**src/rtl/inst_fetch_pkg.sv**
```systemverilog
`default_nettype none
// ============================================================================
// Module   : inst_fetch_pkg
// Brief    : Shared instruction-word type and width helpers for the fetch path.
// Revision : 1.0 - initial release
// ============================================================================
package inst_fetch_pkg;

  localparam int INST_W = 68;

  typedef logic [INST_W-1:0] inst_t;

  // Occupancy must represent 0..depth inclusive.
  function automatic int cnt_w(input int depth);
    return $clog2(depth + 1);
  endfunction

  function automatic int ptr_w(input int depth);
    return (depth > 1) ? $clog2(depth) : 1;
  endfunction

endpackage
`default_nettype wire

```
**src/rtl/inst_queue_if.sv**
```systemverilog
`default_nettype none
// ============================================================================
// Module   : inst_queue_if
// Brief    : Fetch-side and decode-side handshake bundle of the instruction queue.
// Revision : 1.0 - initial release
// ============================================================================
interface inst_queue_if
  import inst_fetch_pkg::*;
#(
  parameter int DATA_W = INST_W,
  parameter int DEPTH  = 4
);

  localparam int c_cnt_w = cnt_w(DEPTH);

  logic               flush;
  logic               in_valid;
  logic               in_ready;
  logic [DATA_W-1:0]  in_data;
  logic               out_valid;
  logic               out_ready;
  logic [DATA_W-1:0]  out_data;
  logic [c_cnt_w-1:0] count;

  modport master (
    output flush, in_valid, in_data, out_ready,
    input  in_ready, out_valid, out_data, count
  );

  modport slave (
    input  flush, in_valid, in_data, out_ready,
    output in_ready, out_valid, out_data, count
  );

endinterface
`default_nettype wire

```
**src/rtl/inst_queue_ptr.sv**
```systemverilog
`default_nettype none
// ============================================================================
// Module   : inst_queue_ptr
// Brief    : Wrap counter 0..DEPTH-1 with synchronous clear (clear wins).
// Revision : 1.0 - initial release
// ============================================================================
module inst_queue_ptr
  import inst_fetch_pkg::*;
#(
  parameter int DEPTH = 4
) (
  input  wire logic                    clk,
  input  wire logic                    rst_n,
  input  wire logic                    i_inc,
  input  wire logic                    i_clr,
  output logic [ptr_w(DEPTH)-1:0]      o_ptr
);

  localparam int                 c_ptr_w = ptr_w(DEPTH);
  localparam logic [c_ptr_w-1:0] c_last  = c_ptr_w'(DEPTH - 1);

  logic [c_ptr_w-1:0] r_ptr;

  // Explicit compare so non-power-of-two depths wrap correctly.
  always_ff @(posedge clk or negedge rst_n) begin
    if (!rst_n) begin
      r_ptr <= '0;
    end else if (i_clr) begin
      r_ptr <= '0;
    end else if (i_inc) begin
      r_ptr <= (r_ptr == c_last) ? '0 : r_ptr + c_ptr_w'(1);
    end
  end

  assign o_ptr = r_ptr;

endmodule
`default_nettype wire

```
**src/rtl/inst_queue.sv**
```systemverilog
`default_nettype none
// ============================================================================
// Module   : inst_queue
// Brief    : DEPTH-entry fetch-to-decode instruction FIFO with flush and occupancy.
//            Optional zero-latency empty bypass when INST_QUEUE_BYPASS_EN is defined.
// Revision : 1.0 - initial release
// ============================================================================
module inst_queue
  import inst_fetch_pkg::*;
#(
  parameter int DATA_W = INST_W,
  parameter int DEPTH  = 4
) (
  input wire logic    clk,
  input wire logic    rst_n,
  inst_queue_if.slave q_if
);

  localparam int                 c_cnt_w = cnt_w(DEPTH);
  localparam int                 c_ptr_w = ptr_w(DEPTH);
  localparam logic [c_cnt_w-1:0] c_full  = c_cnt_w'(DEPTH);

  logic [DATA_W-1:0]  r_mem [DEPTH];
  logic [c_cnt_w-1:0] r_count;
  logic [c_ptr_w-1:0] w_rd_ptr;
  logic [c_ptr_w-1:0] w_wr_ptr;
  logic               w_not_empty;
  logic               w_in_ready;
  logic               w_push;
  logic               w_pop_mem;
  logic               w_pass;
  logic               w_write;
  logic               w_rd_inc;
  logic               w_out_valid;
  logic [DATA_W-1:0]  w_out_data;

  assign w_not_empty = (r_count != '0);
  assign w_in_ready  = (r_count != c_full) | q_if.out_ready;
  assign w_push      = q_if.in_valid & w_in_ready;
  assign w_pop_mem   = w_not_empty & q_if.out_ready;

`ifdef INST_QUEUE_BYPASS_EN
  logic w_byp;

  // An empty queue forwards fetch straight to decode; a consumed word is never stored.
  assign w_byp  = ~w_not_empty & ~q_if.flush;
  assign w_pass = w_byp & q_if.in_valid & q_if.out_ready;

  always_comb begin
    w_out_valid = w_not_empty;
    w_out_data  = w_not_empty ? r_mem[w_rd_ptr] : '0;
    if (w_byp) begin
      w_out_valid = q_if.in_valid;
      w_out_data  = q_if.in_valid ? q_if.in_data : '0;
    end
  end
`else
  assign w_pass      = 1'b0;
  assign w_out_valid = w_not_empty;
  assign w_out_data  = w_not_empty ? r_mem[w_rd_ptr] : '0;
`endif

  assign w_write  = w_push & ~w_pass & ~q_if.flush;
  assign w_rd_inc = w_pop_mem & ~q_if.flush;

  inst_queue_ptr #(.DEPTH(DEPTH)) u_rd_ptr (
    .clk   (clk),
    .rst_n (rst_n),
    .i_inc (w_rd_inc),
    .i_clr (q_if.flush),
    .o_ptr (w_rd_ptr)
  );

  inst_queue_ptr #(.DEPTH(DEPTH)) u_wr_ptr (
    .clk   (clk),
    .rst_n (rst_n),
    .i_inc (w_write),
    .i_clr (q_if.flush),
    .o_ptr (w_wr_ptr)
  );

  always_ff @(posedge clk or negedge rst_n) begin
    if (!rst_n) begin
      r_count <= '0;
    end else if (q_if.flush) begin
      r_count <= '0;
    end else if (w_write && !w_rd_inc) begin
      r_count <= r_count + c_cnt_w'(1);
    end else if (w_rd_inc && !w_write) begin
      r_count <= r_count - c_cnt_w'(1);
    end
  end

  always_ff @(posedge clk) begin
    if (w_write) begin
      r_mem[w_wr_ptr] <= q_if.in_data;
    end
  end

  assign q_if.in_ready  = w_in_ready;
  assign q_if.out_valid = w_out_valid;
  assign q_if.out_data  = w_out_data;
  assign q_if.count     = r_count;

`ifdef SIM
  a_no_overflow : assert property (@(posedge clk) disable iff (!rst_n)
    !(w_push && (r_count == c_full) && !w_pop_mem));
`endif

endmodule
`default_nettype wire

```
**src/flat_wrapper.sv**
```systemverilog
// flat-port wrapper written by rule: the top's interface ports become plain ports
module inst_queue_flat import inst_fetch_pkg::*;
#(
  parameter int DATA_W = INST_W,
  parameter int DEPTH  = 4
)
  (clk, rst_n, q_if_flush, q_if_in_valid, q_if_in_data, q_if_out_ready, q_if_in_ready, q_if_out_valid, q_if_out_data, q_if_count);
  inst_queue_if #(.DATA_W(DATA_W), .DEPTH(DEPTH)) q_if_i ();
  input wire logic clk;
  input wire logic rst_n;
  input wire logic [$bits(q_if_i.flush)-1:0] q_if_flush;
  input wire logic [$bits(q_if_i.in_valid)-1:0] q_if_in_valid;
  input wire logic [$bits(q_if_i.in_data)-1:0] q_if_in_data;
  input wire logic [$bits(q_if_i.out_ready)-1:0] q_if_out_ready;
  output wire logic [$bits(q_if_i.in_ready)-1:0] q_if_in_ready;
  output wire logic [$bits(q_if_i.out_valid)-1:0] q_if_out_valid;
  output wire logic [$bits(q_if_i.out_data)-1:0] q_if_out_data;
  output wire logic [$bits(q_if_i.count)-1:0] q_if_count;
  assign q_if_i.flush = q_if_flush;
  assign q_if_i.in_valid = q_if_in_valid;
  assign q_if_i.in_data = q_if_in_data;
  assign q_if_i.out_ready = q_if_out_ready;
  assign q_if_in_ready = q_if_i.in_ready;
  assign q_if_out_valid = q_if_i.out_valid;
  assign q_if_out_data = q_if_i.out_data;
  assign q_if_count = q_if_i.count;
  inst_queue #(.DATA_W(DATA_W), .DEPTH(DEPTH)) u_core (.clk(clk), .rst_n(rst_n), .q_if(q_if_i));
endmodule
```
**config.mk**
```make
export PLATFORM = sky130hd
export DESIGN_NAME = inst_queue_flat
export DESIGN_NICKNAME = d
export VERILOG_FILES = /design/src/rtl/inst_fetch_pkg.sv /design/src/rtl/inst_queue_if.sv /design/src/rtl/inst_queue_ptr.sv /design/src/rtl/inst_queue.sv /design/src/flat_wrapper.sv
export SDC_FILE = /design/constraint.sdc
export NUM_CORES = 1
export LEC_CHECK = 0
export CAP_MARGIN = 20
export CORE_MARGIN = 4
export CORE_UTILIZATION = 45
export DETAILED_ROUTE_END_ITERATION = 10
export PLACE_DENSITY = 0.71
export SLEW_MARGIN = 15
export SYNTH_ARGS = -nofsm -noshare
export SYNTH_HDL_FRONTEND = slang
export SYNTH_HIERARCHICAL = 1
export SYNTH_SLANG_ARGS = --single-unit
```
**constraint.sdc**
```tcl
create_clock -name clk -period 8.4 [get_ports clk]
set_input_delay 1.68 -clock clk [delete_from_list [all_inputs] [get_ports clk]]
set_output_delay 1.68 -clock clk [all_outputs]
set_load 0.01 [all_outputs]
```
==> results of run 1 <==
## worst paths after layout
path | startpoint | end | slack, ns | depth (start not counted)
worst min register to register | u_core/q_if.count[0] | u_core/q_if.count[0] | 0.67 | 1
worst max register to register | u_core/q_if.count[1] | u_core/q_if.count[1] | 6.01 | 7
min in group asynchronous | rst_n | u_core/u_rd_ptr/o_ptr[0] | 1.42 | 1
max in group asynchronous | rst_n | u_core/u_rd_ptr/o_ptr[1] | 6.70 | 1
worst min-delay path | u_core/q_if.count[0] | u_core/q_if.count[0] | 0.67 | 1
worst max-delay path | u_core/u_rd_ptr/o_ptr[0] | q_if_out_data[0] | 3.24 | 4
## cells in the mapped netlist (2+ instances only)
cell type / count
edfxtp_1: 272
and2_1: 68
mux4_2: 68
clkbuf_1: 13
buf_2: 10
dfrtp_1: 7
nor2_1: 7
inv_1: 4
buf_12: 3
mux2i_1: 3
nand2b_1: 3
nor3b_1: 3
o21a_1: 3
a21oi_2: 2
ha_1: 2
nand2_1: 2
or3b_1: 2
## registers in the layout, summed over array words and instances, names as in the netlist
register               count
u_core/u_rd_ptr/o_ptr      2
u_core/q_if.count          3
u_core/r_mem             272
u_core/u_wr_ptr/o_ptr      2
## through the flow
| step | std cells | setup WS (ns) | power (W) | utilization, % |
|---|---|---|---|---|
| 4_1_cts | 991 | 3.11 | 0.00383 | 57.6 |
| 6_report | 992 | 3.24 | 0.00377 | 57.7 |
| 5_1_grt | 992 | 2.93 | 0.00394 | 57.7 |
| 3_3_place_gp | 936 | 3.43 | 0.00252 | 53.5 |
| 2_1_floorplan | 492 | 0.531 | 0.00209 | - |
| 3_5_place_dp | 937 | 3.37 | 0.00256 | 53.6 |
## metal layers
metal / up-vias / track usage (%) / share of wire, %
met5: - / 0 / 0.088
met4: 2 / 4.04 / 2.4
met3: 42 / 3.91 / 6.2
met2: 151 / 27.3 / 51
met1: 2719 / 20.2 / 41
li1: 2327 / - / -
## where the power goes
part           internal (W)  switching, W  total (W)
combinational      0.000502      0.000387   0.000889
sequential          0.00158     0.0000504    0.00163
clock              0.000755      0.000502    0.00126
## logic make-up after synthesis
kind of cell	share of synthesized area [%]
DFF	77.0
and+or+nand+nor	5.37
muxes	14.4
buffers and inverters	1.71
AOI/OAI and AO/OA	0.993
adders and majority gates	0.416
xor gates and xnor gates	0.0809
## cell type report
class	count	area, sq um
clock buffers	33	741
multi-input cells	182	2320
repair buffers	154	1540
inverters	4	15.0
clock inverters	21	213
well taps	319	399
fillers	1746	9960
flip-flops and latches	279	8350
## worst max-delay path, cell delays in order (launching register included)
cell and delay, ns:
dfrtp_4 0.89, buf_4 0.71, mux4_2 0.57, and2_1 0.17, clkdlybuf4s50_1 0.53
==> impl_metrics.prom, run 1 <==
# TYPE chip_impl_metric gauge
chip_impl_metric{name="tightestPinTransition",unit="ns"} 1.12
chip_impl_metric{name="hpwl",unit="microns"} 12000
chip_impl_metric{name="first_global_vias",unit=""} 5814
chip_impl_metric{name="yosys_warnings",unit=""} 6
chip_impl_info{name="critical_path_class",value="register to primary output"} 1
chip_impl_metric{name="routed_wl",unit="microns"} 20600
chip_impl_metric{name="num_antenna_cells",unit=""} 0
chip_impl_metric{name="worstPathRequired",unit="ns"} 6.72
chip_impl_metric{name="chip_width",unit="microns"} 163
chip_impl_metric{name="h-tree-depth",unit=""} 1
chip_impl_metric{name="post_cts_buffers",unit=""} 0
chip_impl_metric{name="initial_utilization",unit="%"} 46.0
chip_impl_metric{name="top_level_ports",unit=""} 146
chip_impl_metric{name="gp_routability_congestion",unit=""} 0.693
chip_impl_metric{name="crit_fanout",unit=""} 37
chip_impl_metric{name="globalRouteOverflowTotal",unit=""} 0
chip_impl_metric{name="grt_first_pass_wirelength",unit="microns"} 32500
chip_impl_metric{name="ys_seq_elements",unit=""} 279
chip_impl_metric{name="ir_worst_vdd",unit="uV"} 192
chip_impl_metric{name="yosys.cell_types.count",unit=""} 37
chip_impl_metric{name="finalSetupTns",unit="ns"} 0
chip_impl_info{name="ctsRootBufferMaster",value="clkbuf_16"} 1
chip_impl_metric{name="finalSetupViolCount",unit=""} 0
chip_impl_metric{name="fin_crit_sh",unit="%"} 61.4
chip_impl_metric{name="syn_inst",unit=""} 492
chip_impl_metric{name="asyncSetResetFlopFracSynth",unit="%"} 2.51
chip_impl_metric{name="finalWorstPathRequiredPeriod",unit="ns"} 5.16
chip_impl_metric{name="detail_route.drc_violations",unit=""} 0
chip_impl_info{name="worst_hold_path_type",value="register to register"} 1
chip_impl_metric{name="first_iter_violations",unit=""} 341
chip_impl_info{name="setup.worst_path.end_class",value="primary output"} 1
chip_impl_metric{name="timing.critical_path.arrival",unit="ns"} 3.48
chip_impl_metric{name="synth-edff-count",unit=""} 272
chip_impl_metric{name="design.final.nets",unit=""} 726
chip_impl_metric{name="cts.reportedPaths.clkPinSlew",unit="ns"} 0.06
chip_impl_info{name="layout_common_cells",value="edfxtp_1 (272), clkdlybuf4s50_1 (145), mux4_2 (68), and2_1 (68), clkbuf_16 (29)"} 1
chip_impl_metric{name="synthDominantCellAreaShare",unit="%"} 75.4
chip_impl_metric{name="max-cap-violations",unit=""} 0
chip_impl_info{name="setup.worst_path.start_class",value="register"} 1
chip_impl_metric{name="floorplan.core_area",unit="sq um"} 23500
chip_impl_metric{name="vert_die_dim",unit="microns"} 163
chip_impl_metric{name="power_per_cell_area",unit="nW/um^2"} 278
chip_impl_metric{name="p_leak",unit="nW"} 4.29
chip_impl_metric{name="finish.instance_area",unit="sq um"} 13600
chip_impl_metric{name="hold-worst-slack",unit="ns"} 0.666
chip_impl_metric{name="grt_util_all_layers",unit="%"} 15.8
chip_impl_metric{name="relSlewSlack",unit="%"} 25.6
chip_impl_metric{name="ant_nets",unit=""} 0
chip_impl_metric{name="syn_avg_cell_area",unit="sq um"} 22.0
chip_impl_metric{name="clock.fmax",unit="GHz"} 0.194
chip_impl_metric{name="timing.clock.skew",unit="ns"} 0.0101
chip_impl_metric{name="cts_repair_resized_insts",unit=""} 0
chip_impl_metric{name="report.final.slew_viol_count",unit=""} 0
chip_impl_metric{name="clk_path_buf_depth",unit=""} 3
chip_impl_metric{name="numPortBuffers",unit=""} 145
chip_impl_metric{name="post_drt_wl_per_cell",unit="microns"} 20.7
chip_impl_info{name="synth_top_area_cell",value="edfxtp_1"} 1
chip_impl_info{name="mostFrequentLayoutCell",value="edfxtp_1"} 1
chip_impl_metric{name="area_delta_synth_final",unit="%"} 25.4
chip_impl_metric{name="rows",unit=""} 56
chip_impl_metric{name="placement_cell_area",unit="sq um"} 12600
chip_impl_metric{name="synthesis.nets",unit=""} 568
chip_impl_metric{name="seq_area_frac_synth",unit="%"} 77.0
chip_impl_info{name="grt_setup_unrepaired",value="false"} 1
chip_impl_metric{name="floorplan.die_area",unit="sq um"} 26600
chip_impl_metric{name="cts.hold.buffers_added",unit=""} 0
chip_impl_metric{name="drive_above_1_share",unit="%"} 19.6
chip_impl_metric{name="drt_pass1_iterations",unit=""} 5
chip_impl_info{name="status",value="finished clean"} 1
chip_impl_info{name="synth.area.top_cells",value="edfxtp_1 (75%), mux4_2 (14%), and2_1 (3.9%)"} 1
chip_impl_metric{name="mappedNetlistArea",unit="sq um"} 10800
chip_impl_metric{name="clock-sinks",unit=""} 279
chip_impl_metric{name="hold_viol",unit=""} 0
chip_impl_metric{name="cts-buffers-inserted",unit=""} 29
chip_impl_metric{name="clk-insertion-delay-late",unit="ns"} 0.53
chip_impl_metric{name="grt_start_max_net_pins",unit=""} 71
chip_impl_metric{name="initial_antenna_violation_count",unit=""} 1
chip_impl_info{name="cts_tree",value="done"} 1
chip_impl_metric{name="routed-via-count",unit=""} 5241
chip_impl_metric{name="vias_per_cell",unit=""} 5.28
chip_impl_info{name="postSynth.topFlopCell",value="edfxtp_1"} 1
(Power assumes the default switching activity.)
==> inputs of run 2 (changes only) <==
==> constraint.sdc (replaced) <==
create_clock -name clk -period 5.1 [get_ports clk]
set_input_delay 1.02 -clock clk [delete_from_list [all_inputs] [get_ports clk]]
set_output_delay 1.02 -clock clk [all_outputs]
set_load 0.01 [all_outputs]
==> run 2 against run 1 <==
  * First-iteration DRC count decreased by 19%
  * Worst setup slack got worse by 2.3 ns
  * Register-to-register slack got worse by 3.2 ns
  * Largest power group unchanged
==> impl_metrics.prom, run 2 (synthesized netlist as in run 1, its figures left out) <==
# TYPE chip_impl_metric gauge
chip_impl_metric{name="clk_path_buf_depth",unit=""} 3
chip_impl_metric{name="p_comb_share",unit="%"} 24.0
chip_impl_metric{name="hpwl",unit="microns"} 12100
chip_impl_metric{name="chip_width",unit="microns"} 163
chip_impl_metric{name="p_leak",unit="nW"} 4.27
chip_impl_metric{name="place.detailed.instances",unit=""} 936
chip_impl_metric{name="routed-via-count",unit=""} 5233
chip_impl_metric{name="clock-sinks",unit=""} 279
chip_impl_metric{name="switching_power",unit="W"} 0.00153
chip_impl_metric{name="first_iter_violations",unit=""} 277
chip_impl_metric{name="grt_util_all_layers",unit="%"} 15.7
chip_impl_metric{name="floorplan.die_area",unit="sq um"} 26600
chip_impl_metric{name="power.total",unit="W"} 0.00609
chip_impl_metric{name="num_antenna_cells",unit=""} 0
chip_impl_metric{name="final_cell_count_no_fill",unit=""} 989
chip_impl_metric{name="initial_utilization",unit="%"} 46.0
chip_impl_metric{name="hold_viol",unit=""} 0
chip_impl_metric{name="ir_worst_vdd",unit="uV"} 363
chip_impl_metric{name="initial_antenna_violation_count",unit=""} 0
chip_impl_metric{name="grt_first_pass_wirelength",unit="microns"} 32100
chip_impl_metric{name="detail_route.drc_violations",unit=""} 0
chip_impl_info{name="ctsRootBufferMaster",value="clkbuf_16"} 1
chip_impl_metric{name="drt_pass1_iterations",unit=""} 4
chip_impl_metric{name="numPortBuffers",unit=""} 145
chip_impl_metric{name="largest_register_ff_count",unit=""} 272
chip_impl_metric{name="h-tree-depth",unit=""} 1
chip_impl_metric{name="finish.utilization",unit="%"} 57.6
chip_impl_info{name="largest-register",value="u_core/r_mem"} 1
chip_impl_metric{name="first_global_vias",unit=""} 5609
chip_impl_metric{name="finalSetupTns",unit="ns"} 0
chip_impl_metric{name="post_cts_buffers",unit=""} 0
chip_impl_metric{name="crit_fanout",unit=""} 38
chip_impl_metric{name="finalSetupViolCount",unit=""} 0
chip_impl_metric{name="power_per_cell_area",unit="nW/um^2"} 449
chip_impl_metric{name="top_level_ports",unit=""} 146
chip_impl_metric{name="vert_die_dim",unit="microns"} 163
chip_impl_metric{name="globalRouteOverflowTotal",unit=""} 0
chip_impl_metric{name="timing.clock.skew",unit="ns"} 0.0258
chip_impl_metric{name="floorplan.core_area",unit="sq um"} 23500
chip_impl_metric{name="area_delta_synth_final",unit="%"} 25.2
chip_impl_metric{name="drive_above_1_share",unit="%"} 19.3
chip_impl_metric{name="cts.reportedPaths.clkPinSlew",unit="ns"} 0.06
chip_impl_info{name="source_of_the_critical_timing_path",value="u_core/u_rd_ptr/o_ptr[0]"} 1
chip_impl_metric{name="routed_wl",unit="microns"} 20700
chip_impl_metric{name="timing.reg2reg.worst_path_depth",unit=""} 7
chip_impl_metric{name="report.final.slew_viol_count",unit=""} 0
chip_impl_info{name="critical_path_class",value="register to primary output"} 1
chip_impl_metric{name="max-cap-violations",unit=""} 0
chip_impl_metric{name="cts.hold.buffers_added",unit=""} 0
chip_impl_metric{name="grt_start_max_net_pins",unit=""} 71
chip_impl_metric{name="clock.fmax",unit="GHz"} 0.240
chip_impl_info{name="worstReg2RegEnd",value="u_core/q_if.count[1]"} 1
chip_impl_metric{name="finalWorstPathRequiredPeriod",unit="ns"} 4.17
chip_impl_metric{name="netSwitchingFraction",unit="%"} 25.1
chip_impl_metric{name="vias_per_cell",unit=""} 5.29
chip_impl_metric{name="worstPathRequired",unit="ns"} 4.08
chip_impl_metric{name="design.final.nets",unit=""} 726
chip_impl_metric{name="cts_repair_resized_insts",unit=""} 0
chip_impl_metric{name="timing.critical_path.arrival",unit="ns"} 3.15
chip_impl_metric{name="relSlewSlack",unit="%"} 27.7
chip_impl_metric{name="ant_nets",unit=""} 0
chip_impl_info{name="reg2reg_from",value="u_core/q_if.count[1]"} 1
chip_impl_metric{name="tightestPinTransition",unit="ns"} 1.08
chip_impl_metric{name="rows",unit=""} 56
chip_impl_info{name="worst_hold_path_type",value="register to register"} 1
chip_impl_info{name="cts_tree",value="done"} 1
chip_impl_metric{name="r2r_slack",unit="ns"} 2.77
chip_impl_info{name="layout_common_cells",value="edfxtp_1 (272), clkdlybuf4s50_1 (145), mux4_2 (68), and2_1 (68), clkbuf_16 (29)"} 1
chip_impl_info{name="setup.worst_path.end_class",value="primary output"} 1
chip_impl_metric{name="power_frac_clock",unit="%"} 32.1
chip_impl_metric{name="clk-insertion-delay-late",unit="ns"} 0.54
chip_impl_metric{name="cts-buffers-inserted",unit=""} 29
chip_impl_info{name="status",value="finished clean"} 1
chip_impl_metric{name="gp_routability_congestion",unit=""} 0.689
chip_impl_metric{name="fin_crit_sh",unit="%"} 81.8
chip_impl_info{name="endpoint",value="q_if_out_data[64]"} 1
chip_impl_info{name="setup.worst_path.start_class",value="register"} 1
chip_impl_info{name="mostFrequentLayoutCell",value="edfxtp_1"} 1
chip_impl_metric{name="cellInternalPower",unit="W"} 0.00457
chip_impl_metric{name="power.share.sequential",unit="%"} 43.9
chip_impl_info{name="grt_setup_unrepaired",value="false"} 1
chip_impl_metric{name="post_drt_wl_per_cell",unit="microns"} 21.0
-- run 2: worst min path at each step --
stage,start,endpoint,slack [ns],cells after the start
2_1_floorplan,u_core/u_rd_ptr/o_ptr[1],u_core/u_rd_ptr/o_ptr[1],0.51,2
3_3_place_gp,u_core/q_if.count[0],u_core/q_if.count[0],0.60,1
3_5_place_dp,u_core/q_if.count[0],u_core/q_if.count[0],0.63,1
4_1_cts,u_core/q_if.count[0],u_core/q_if.count[0],0.64,1
5_1_grt,u_core/q_if.count[0],u_core/q_if.count[0],0.67,1
6_report,u_core/q_if.count[0],u_core/q_if.count[0],0.64,1
-- run 2: metal layers --
layer / GRT usage (%) / up-vias / part of all wire, %
met5: 0 / - / 0
met4: 3.58 / 0 / 2.0
met3: 3.86 / 36 / 6.4
met2: 27.4 / 156 / 52
met1: 20.2 / 2726 / 40
li1: - / 2315 / -
-- run 2: through the flow --
stage	hold slack (ns)	area [sq um]	worst slack, ns
after global placement	0.605	12600	1.37
after detailed placement	0.627	12600	1.35
after floorplan	0.511	10800	0.274
final	0.641	13600	0.930
after CTS	0.642	13500	0.759
after global routing	0.668	13600	0.650
-- run 2: critical path, cell delays in order, from the launching register on --
cell and delay, ns:
dfrtp_4 0.91, buf_4 0.48, mux4_2 0.56, and2_1 0.18, clkdlybuf4s50_1 0.48
-- run 2: area by class of cell --
type,count,area [sq um]
fill,1795,9980
sequential,279,8350
multi-input combinational,182,2340
timing repair buffer,154,1560
clock buffer,34,744
tap,319,399
clock inverter,17,145
inverter,4,15.0
-- run 2: power by group through the flow --
| stage | Combinational (W) | Clock [W] | Sequential, W |
|---|---|---|---|
| 2_1_floorplan | 0.000765 | 0 | 0.00267 |
| 3_3_place_gp | 0.00144 | 0 | 0.00272 |
| 3_5_place_dp | 0.00146 | 0 | 0.00273 |
| 4_1_cts | 0.00147 | 0.00201 | 0.00268 |
| 5_1_grt | 0.00157 | 0.00212 | 0.00269 |
| 6_report | 0.00146 | 0.00195 | 0.00268 |
